[config.mk]
export PLATFORM = sky130hd
export DESIGN_NAME = apb2wb_bridge
export DESIGN_NICKNAME = d
export VERILOG_FILES = /design/src/rtl/apb2wb_pkg.sv /design/src/rtl/apb2wb_bridge.sv
export SDC_FILE = /design/constraint.sdc
export NUM_CORES = 1
export LEC_CHECK = 0
export CORE_ASPECT_RATIO = 1.4
export CORE_MARGIN = 5
export CORE_UTILIZATION = 41
export DETAILED_ROUTE_END_ITERATION = 16
export GPL_ROUTABILITY_DRIVEN = 0
export GPL_TIMING_DRIVEN = 0
export PLACE_DENSITY = 0.81
export SLEW_MARGIN = 20
export SYNTH_ARGS = -nofsm -noshare
export SYNTH_HDL_FRONTEND = slang
export SYNTH_SLANG_ARGS = --single-unit
[constraint.sdc]
create_clock -name clk -period 1.9 [get_ports clk]
set_input_delay 0.285 -clock clk [delete_from_list [all_inputs] [get_ports clk]]
set_output_delay 0.285 -clock clk [all_outputs]
set_load 0.005 [all_outputs]
[src/rtl/apb2wb_pkg.sv]
// Shared types and constants for the APB-to-Wishbone bridge.
package apb2wb_pkg;

  localparam int unsigned DW          = 32;
  localparam int unsigned SW          = 4;
  localparam int unsigned TIMEOUT_DEF = 255;

  localparam logic [DW-1:0] TIMEOUT_RDATA = 32'hDEAD_BEEF;

  typedef enum logic [1:0] {
    IDLE = 2'd0,
    WB   = 2'd1,
    RESP = 2'd2
  } state_e;

  // Registered Wishbone request payload (address kept apart, it is AW wide)
  typedef struct packed {
    logic [DW-1:0] dat;
    logic [SW-1:0] sel;
    logic          we;
  } wb_req_t;

endpackage

[src/rtl/apb2wb_bridge.sv]
// APB slave to Wishbone classic master bridge, one outstanding transfer.
// Optional wait-cycle watchdog enabled by defining APB2WB_TIMEOUT_EN.
module apb2wb_bridge
  import apb2wb_pkg::*;
#(
  parameter int unsigned AW      = 12,
  parameter int unsigned TIMEOUT = TIMEOUT_DEF
) (
  input  logic          clk,
  input  logic          rst_n,
  input  logic          i_psel,
  input  logic          i_penable,
  input  logic          i_pwrite,
  input  logic [AW-1:0] i_paddr,
  input  logic [31:0]   i_pwdata,
  input  logic [3:0]    i_pstrb,
  output logic [31:0]   o_prdata,
  output logic          o_pready,
  output logic          o_pslverr,
  output logic [AW-1:0] o_wb_adr,
  output logic [31:0]   o_wb_dat,
  output logic [3:0]    o_wb_sel,
  output logic          o_wb_we,
  output logic          o_wb_cyc,
  output logic          o_wb_stb,
  input  logic [31:0]   i_wb_rdt,
  input  logic          i_wb_ack,
  input  logic          i_wb_err
);

  state_e        state_q, state_d;
  logic [AW-1:0] adr_q, adr_d;
  wb_req_t       req_q, req_d;
  logic          cyc_q, cyc_d;
  logic          pready_q, pready_d;
  logic          pslverr_q, pslverr_d;
  logic [DW-1:0] prdata_q, prdata_d;
  logic          setup_c, skip_c, resp_c, timeout_c;

  assign setup_c = i_psel & ~i_penable;
  assign skip_c  = i_pwrite & (i_pstrb == SW'(0));
  assign resp_c  = i_wb_ack | i_wb_err;

`ifdef APB2WB_TIMEOUT_EN
  localparam int unsigned CW = $clog2(TIMEOUT + 1);

  logic [CW-1:0] cnt_q, cnt_d;

  assign timeout_c = (cnt_q == CW'(TIMEOUT - 1));

  // Counts WB cycles spent waiting; cleared whenever WB is left
  always_comb begin
    cnt_d = '0;
    if (state_q == WB && state_d == WB) cnt_d = cnt_q + CW'(1);
  end

  always_ff @(posedge clk or negedge rst_n) begin
    if (!rst_n) cnt_q <= '0;
    else        cnt_q <= cnt_d;
  end
`else
  logic unused_timeout;

  assign timeout_c      = 1'b0;
  assign unused_timeout = (TIMEOUT != 0);
`endif

  // State and registered outputs
  always_ff @(posedge clk or negedge rst_n) begin
    if (!rst_n) begin
      state_q   <= IDLE;
      adr_q     <= '0;
      req_q     <= '0;
      cyc_q     <= 1'b0;
      pready_q  <= 1'b0;
      pslverr_q <= 1'b0;
      prdata_q  <= '0;
    end else begin
      state_q   <= state_d;
      adr_q     <= adr_d;
      req_q     <= req_d;
      cyc_q     <= cyc_d;
      pready_q  <= pready_d;
      pslverr_q <= pslverr_d;
      prdata_q  <= prdata_d;
    end
  end

  // Next state and next register values
  always_comb begin
    state_d   = state_q;
    adr_d     = adr_q;
    req_d     = req_q;
    cyc_d     = 1'b0;
    pready_d  = 1'b0;
    pslverr_d = 1'b0;
    prdata_d  = prdata_q;

    unique case (state_q)
      IDLE: begin
        if (setup_c) begin
          adr_d     = i_paddr;
          req_d.dat = i_pwdata;
          req_d.we  = i_pwrite;
          req_d.sel = i_pwrite ? i_pstrb : 4'hF;
          if (skip_c) begin
            state_d  = RESP;
            prdata_d = '0;
          end else begin
            state_d = WB;
            cyc_d   = 1'b1;
          end
        end
      end

      WB: begin
        if (!i_psel) begin
          state_d = IDLE;
        end else if (resp_c) begin
          state_d   = RESP;
          pready_d  = 1'b1;
          pslverr_d = i_wb_err;
          prdata_d  = req_q.we ? '0 : i_wb_rdt;
        end else if (timeout_c) begin
          state_d   = RESP;
          pready_d  = 1'b1;
          pslverr_d = 1'b1;
          prdata_d  = TIMEOUT_RDATA;
        end else begin
          cyc_d = 1'b1;
        end
      end

      RESP: begin
        // A skipped write arrives with pready low; raise it once so the
        // APB transfer still takes setup plus two access cycles.
        if (pready_q) state_d  = IDLE;
        else          pready_d = 1'b1;
      end

      default: state_d = IDLE;
    endcase
  end

  assign o_prdata  = prdata_q;
  assign o_pready  = pready_q;
  assign o_pslverr = pslverr_q;
  assign o_wb_adr  = adr_q;
  assign o_wb_dat  = req_q.dat;
  assign o_wb_sel  = req_q.sel;
  assign o_wb_we   = req_q.we;
  assign o_wb_cyc  = cyc_q;
  assign o_wb_stb  = cyc_q;

endmodule

==> impl_metrics.toml, run 1 <==
[logic_synthesis]
synth_edf_count = 0
ys_ff_latch = 86
synth.distinct_cells = 26
netlist_instances = 282
yosysWarnings = 0
synth_area_leaders = "dfrtp_1 60%, mux2_2 14%, mux2i_1 9.2%"
yosysTopAreaCell = "dfrtp_1"
synth-async-reset-ratio_pct = 100
syn_nets = 372
syn_area_um2 = 3600
ys_seq_area_share_pct = 59.8
yosysTopAreaCellShare_pct = 59.8
synth.avg_cell_area_um2 = 12.8
synthFlopType = "dfrtp_1"

[pwr]
switching_share_pct = 28.3
powerDensity_nw_per_um2 = 1380
comb_power_share_pct = 42.0
switchingPower_mw = 2.27
total_power_mw = 8.03
seqPwrFrac_pct = 36.2
p_leak_nw = 2.44
ir_worst_vdd_v = 0.000765
internal-power_mw = 5.76
clkPwrFrac_pct = 21.7

[critical_path]
cp.arrival_ns = 2.04
worst_setup_path_start_kind = "register"
path_class = "register to register"
critPathMaxFanout = 10
required_ns = 2.14
endpoint_kind = "register"

[placement]
place_area_um2 = 5470
place_inst = 559
dpl.hpwl_um = 7120
portBuffers = 171

[route]
wl_per_cell_um = 15.6
vias = 2712
post_drt_via_cell_ratio = 4.69
ant_nets = 0
route.detailed.drc = 0
drt-total-wl_um = 9040
drtIter0Drc = 27
dr.pass1.iters = 4

[clock_tree]
clkTransAtPathRegs_ns = 0.06
cts_buffers = 9
clockRootBuffer = "clkbuf_16"
clockBufferDepth = 2
h-tree-depth = 3
clock_sinks = 86
clk-insertion-delay-late_ns = 0.33
cts_tree = "built"

[floorplan]
floorplan.initialDensity_pct = 41.8
die_w_um = 89.2
core_area_um2 = 8610
std_cell_rows = 40
die-height_um = 121
fp.dieArea_um2 = 10800
io-pin-count = 172

[grt]
use_met3_pct = 5.16
use_met1_pct = 18.2
antenna_found_initial = 0
busiest_layer = "met2"
grt_max_degree = 56
grtUsageMet2_pct = 30.4
grt_pass1_vias = 3047
grt_pass1_wl_um = 14300
track_usage_pct = 17.3
grt.overflow.total = 0

[cells_and_area]
diodes = 0
multi_input_area_um2 = 1200
drive_gt1_share_pct = 17.3
regArea_um2 = 2150
fin_cells = 578
nNetsFinal = 558
nFillCells = 636
syn_to_final_growth_pct = 61.2
final_area_um2 = 5810

[sta]
tightest_slew_ns = 0.443
fin_crit_sh_pct = 94.5
setup_viol_count_final = 0
timing.fmax_mhz = 557
fin_crit_ns = 1.79
hold_viol = 0
final.setup.tns_ns = 0
rsz0062_at_grt = "false"
fin_skew_ns = 0.00703
slew_headroom_pct = 70.5
slew_violations = 0

[worst_hold_path]
worstHoldPathType = "input pin to async pin"

[outcome]
status = "finished clean"

[job]
cap_violations = 0
layout make-up:
class / instances / area share, %
Buffer: 15 / 2.24
Clock buffer: 9 / 3.88
Clock inverter: 7 / 1.38
Inverter: 34 / 2.20
Multi-Input combinational cell: 147 / 20.6
Sequential cell: 86 / 37.1
Tap cell: 105 / 2.26
Timing Repair Buffer: 175 / 30.3
state kept, by name (all words and copies together), names as in the netlist:
register   cells
state_q        2
o_wb_cyc       1
o_prdata      32
o_wb_dat      32
o_pready       1
o_wb_adr      12
o_pslverr      1
o_wb_sel       4
o_wb_we        1
layout by cell type, fill, tap and decap left out, drive strengths merged:
master	n
a31oi	1
and2	1
nor4	1
nand2b	2
o41ai	1
and3	1
clkinvlp	2
clkbuf	13
nor2b	5
a221oi	1
o21ai	4
dlygate4sd3	1
o21a	1
buf	15
bufinv	1
mux2i	33
nand2	39
mux2	46
nor2	4
inv	36
ha	3
a21oi	2
dfrtp	86
nand3b	1
clkinv	2
and4	1
clkdlybuf4s50	170
cells in the mapped netlist (2+ instances only):
cell type  number
clkbuf_1        4
mux2_2         46
nand2_1        39
dfrtp_1        86
buf_12          3
mux2i_1        33
nor2_1          4
inv_1          34
a21oi_1         2
nor2b_1         5
o21ai_0         4
buf_2           6
ha_1            3
critical path: stages, from the launching register on:
cell and delay (ns):
dfrtp_1 0.38, inv_1 0.11, ha_1 0.16, buf_2 0.17, nor2_1 0.05, a21oi_1 0.10
and4_1 0.23, buf_6 0.15, buf_12 0.15, mux2i_1 0.21
worst paths after layout:
| check | slack [ns] | depth (start not counted) | from | endpoint |
|---|---|---|---|---|
| worst max register to register | 0.11 | 9 | state_q[0] | o_prdata[15] |
| worst min-delay path | 0.44 | 2 | rst_n | o_prdata[3] |
| worst min register to register | 0.51 | 1 | o_wb_dat[28] | o_wb_dat[28] |
| min in group clk | 0.50 | 3 | i_wb_rdt[3] | o_prdata[3] |
| worst max-delay path | 0.11 | 9 | state_q[0] | o_prdata[15] |
| max in group asynchronous | 0.86 | 3 | rst_n | o_wb_dat[26] |
metal layers:
metal / part of all wire, % / routed length [um]
met1: 35 / 3160
met2: 53 / 4820
met3: 8.7 / 789
met4: 2.9 / 265
met5: 0 / 0
repair_timing:
item	CTS	global route
gates resized for setup	1	6
buffers inserted	0	2
hold endpoints to repair	31	0
setup endpoints to repair	1	73
hold buffers	1	0
cell families (layout without fill, tap and decap cells):
group | after synthesis | in the layout | share of synthesized area, %
adders and majority gates | 3 | 3 | 1.04
muxes | 79 | 79 | 23.6
buffers and inverters | 49 | 240 | 6.98
AOI/OAI and AO/OA | 10 | 10 | 1.91
and+or+nand+nor | 55 | 55 | 6.74
DFF | 86 | 86 | 59.8
metrics by stage:
stage	hold WS (ns)	utilization [%]	setup WS, ns
finish	0.442	67.4	0.105
detailed placement	0.254	63.5	-0.202
CTS	0.445	67.2	0.00487
floorplan	-0.0106	-	0.277
global placement	0.468	63.2	-2.53
global route	0.475	67.4	0.00427
power groups by stage:
| stage | Sequential [mW] | Clock, mW | Combinational, mW |
|---|---|---|---|
| final | 2.91 | 1.74 | 3.37 |
| after global routing | 3.01 | 1.88 | 3.66 |
| after CTS | 2.91 | 1.81 | 3.43 |
| after detailed placement | 2.93 | 0 | 3.40 |
| after global placement | 2.88 | 0 | 3.31 |
| after floorplan | 2.96 | 0 | 1.37 |
Note: power is estimated with default switching activity, not from simulation.
==> inputs of run 2 (changes only) <==
--- a/config.mk
+++ b/config.mk
@@ -5,13 +5,14 @@
 export SDC_FILE = /design/constraint.sdc
 export NUM_CORES = 1
 export LEC_CHECK = 0
-export CORE_ASPECT_RATIO = 1.4
+export CORE_ASPECT_RATIO = 0.9
 export CORE_MARGIN = 5
-export CORE_UTILIZATION = 41
+export CORE_UTILIZATION = 44
+export CTS_CLUSTER_DIAMETER = 100
 export DETAILED_ROUTE_END_ITERATION = 16
 export GPL_ROUTABILITY_DRIVEN = 0
 export GPL_TIMING_DRIVEN = 0
-export PLACE_DENSITY = 0.81
+export PLACE_DENSITY = 0.86
 export SLEW_MARGIN = 20
 export SYNTH_ARGS = -nofsm -noshare
 export SYNTH_HDL_FRONTEND = slang
==> constraint.sdc (replaced) <==
create_clock -name clk -period 2.1 [get_ports clk]
set_input_delay 0.315 -clock clk [delete_from_list [all_inputs] [get_ports clk]]
set_output_delay 0.315 -clock clk [all_outputs]
set_load 0.005 [all_outputs]
==> impl_metrics.toml, run 2 (synthesized netlist as in run 1, its figures left out) <==
[route]
drtIter0Drc = 69
drt-total-wl_um = 9460
ant_nets = 0
post_drt_via_cell_ratio = 4.79
route.detailed.drc = 0
wl_per_cell_um = 16.6
dr.pass1.iters = 4
vias = 2729

[grt]
track_usage_pct = 19.3
grt_pass1_vias = 2972
grt_max_degree = 54
grt_pass1_wl_um = 15300
antenna_found_initial = 0
grt.overflow.total = 0

[pwr]
seqPwrFrac_pct = 37.8
internal-power_mw = 4.96
switching_share_pct = 28.7
clkPwrFrac_pct = 18.3
total_power_mw = 6.95
comb_power_share_pct = 43.9
ir_worst_vdd_v = 0.000836
powerDensity_nw_per_um2 = 1220
p_leak_nw = 2.38
switchingPower_mw = 2.00

[critical_path]
crit_top_cell = "clkbuf_1"
path_class = "register to register"
slowest_delay_ns = 0.41
path_cells = "inv_1, ha_1, nor2b_1, clkbuf_1, clkbuf_1, nand2_1, mux2i_1"
crit_buf_inv = 3
cp_slowest_cell = "dfrtp_1"
cp.arrival_ns = 2.14
path_delay_family = "buffers and inverters"
crit_path_start = "state_q[1]"
required_ns = 2.36
critPathMaxFanout = 10
timing.rr.start = "state_q[1]"
worst_setup_path_start_kind = "register"
endpoint_kind = "register"

[cells_and_area]
most-common-layout-cells = "170 x clkdlybuf4s50_1, 86 x dfrtp_1, 46 x mux2_2"
diodes = 0
syn_to_final_growth_pct = 58.0
drive_gt1_share_pct = 16.6
final_area_um2 = 5690
nNetsFinal = 557
mostFrequentLayoutCell = "clkdlybuf4s50_1"

[sta]
hold_ws_ns = -0.0137
fin_crit_ns = 1.88
fin_skew_ns = 0.0106
slew_violations = 0
setup_viol_count_final = 0
slew_headroom_pct = 55.5
hold_viol = 7
timing.fmax_mhz = 532
tightest_slew_ns = 0.667
rsz0062_at_grt = "false"
fin_crit_sh_pct = 89.5

[placement]
portBuffers = 171
dpl.hpwl_um = 7340
place_area_um2 = 5450

[outcome]
violations = "negative hold slack"
status = "finished, violations left"

[clock_tree]
postCtsHoldBufs = 0
clockRootBuffer = "clkbuf_8"
cts_buffers = 9
h-tree-depth = 3
cts_setup_buffers = 0
clockBufferDepth = 2
cts_tree = "built"
clkTransAtPathRegs_ns = 0.08
clock_sinks = 86
post_cts_resized = 0
clk-insertion-delay-late_ns = 0.35

[worst_hold_path]
worstHoldPathType = "input pin to async pin"

[floorplan]
die-height_um = 95.8
std_cell_rows = 31
floorplan.initialDensity_pct = 44.8
core_area_um2 = 8030
fp.dieArea_um2 = 10100
io-pin-count = 172
die_w_um = 105

[job]
cap_violations = 0
-- run 2: power by group through the flow --
stage,Combinational (mW),Clock (mW),Sequential (mW)
after floorplan,1.24,0,2.68
after global placement,2.98,0,2.61
after detailed placement,3.07,0,2.66
after CTS,3.10,1.33,2.63
after global routing,3.30,1.39,2.71
final,3.06,1.27,2.63
-- run 2: final cells by class --
cell class | instances | area (um2)
Timing Repair Buffer | 174 | 1740
Clock buffer | 10 | 138
Tap cell | 99 | 124
Fill cell | 581 | 2340
Clock inverter | 5 | 83.8
Sequential cell | 86 | 2150
Inverter | 34 | 128
Buffer | 15 | 124
Multi-Input combinational cell | 147 | 1200
-- run 2: path summary, 6_finish.rpt --
kind,to,slack [ns],cells after the start
worst max-delay path,o_prdata[18],0.22,7
worst min-delay path,o_prdata[29],-0.01,1
worst max register to register,o_prdata[18],0.22,7
worst min register to register,o_wb_sel[2],0.48,2
max in group asynchronous,o_wb_dat[15],1.48,2
min in group clk,o_wb_sel[2],0.48,2
-- run 2: metrics by stage --
stage               setup slack (ns)  setup TNS (ns)  utilization (%)  cells
floorplan                      0.477               0                -    282
global placement               -2.34         -200.71             67.7    552
global route                 0.00610               0             70.9    570
detailed placement           -0.0425         -0.0963             67.9    553
finish                         0.219               0             70.9    570
CTS                           0.0494               0             70.7    568
-- run 2: metal layers --
| layer | track usage, % | up-vias | wire (um) |
|---|---|---|---|
| met5 | 0 | - | 0 |
| met4 | 4.70 | 0 | 109 |
| met3 | 8.18 | 9 | 868 |
| met2 | 33.1 | 118 | 4660 |
| met1 | 22.7 | 1316 | 3820 |
| li1 | - | 1286 | - |
==> inputs of run 3 (changes only) <==
==> constraint.sdc (replaced) <==
create_clock -name clk -period 2.1 [get_ports clk]
set_input_delay 0.315 -clock clk [delete_from_list [all_inputs] [get_ports clk]]
set_output_delay 0.315 -clock clk [all_outputs]
set_load 0.01 [all_outputs]
==> results of run 3 <==
The final DEF is identical to that of run 2. Status: finished, violations left: negative hold slack.
Main changes from that run: total power 6.95 mW -> 7.20 mW; worst IR drop on VDD 0.000836 V -> 0.000856 V
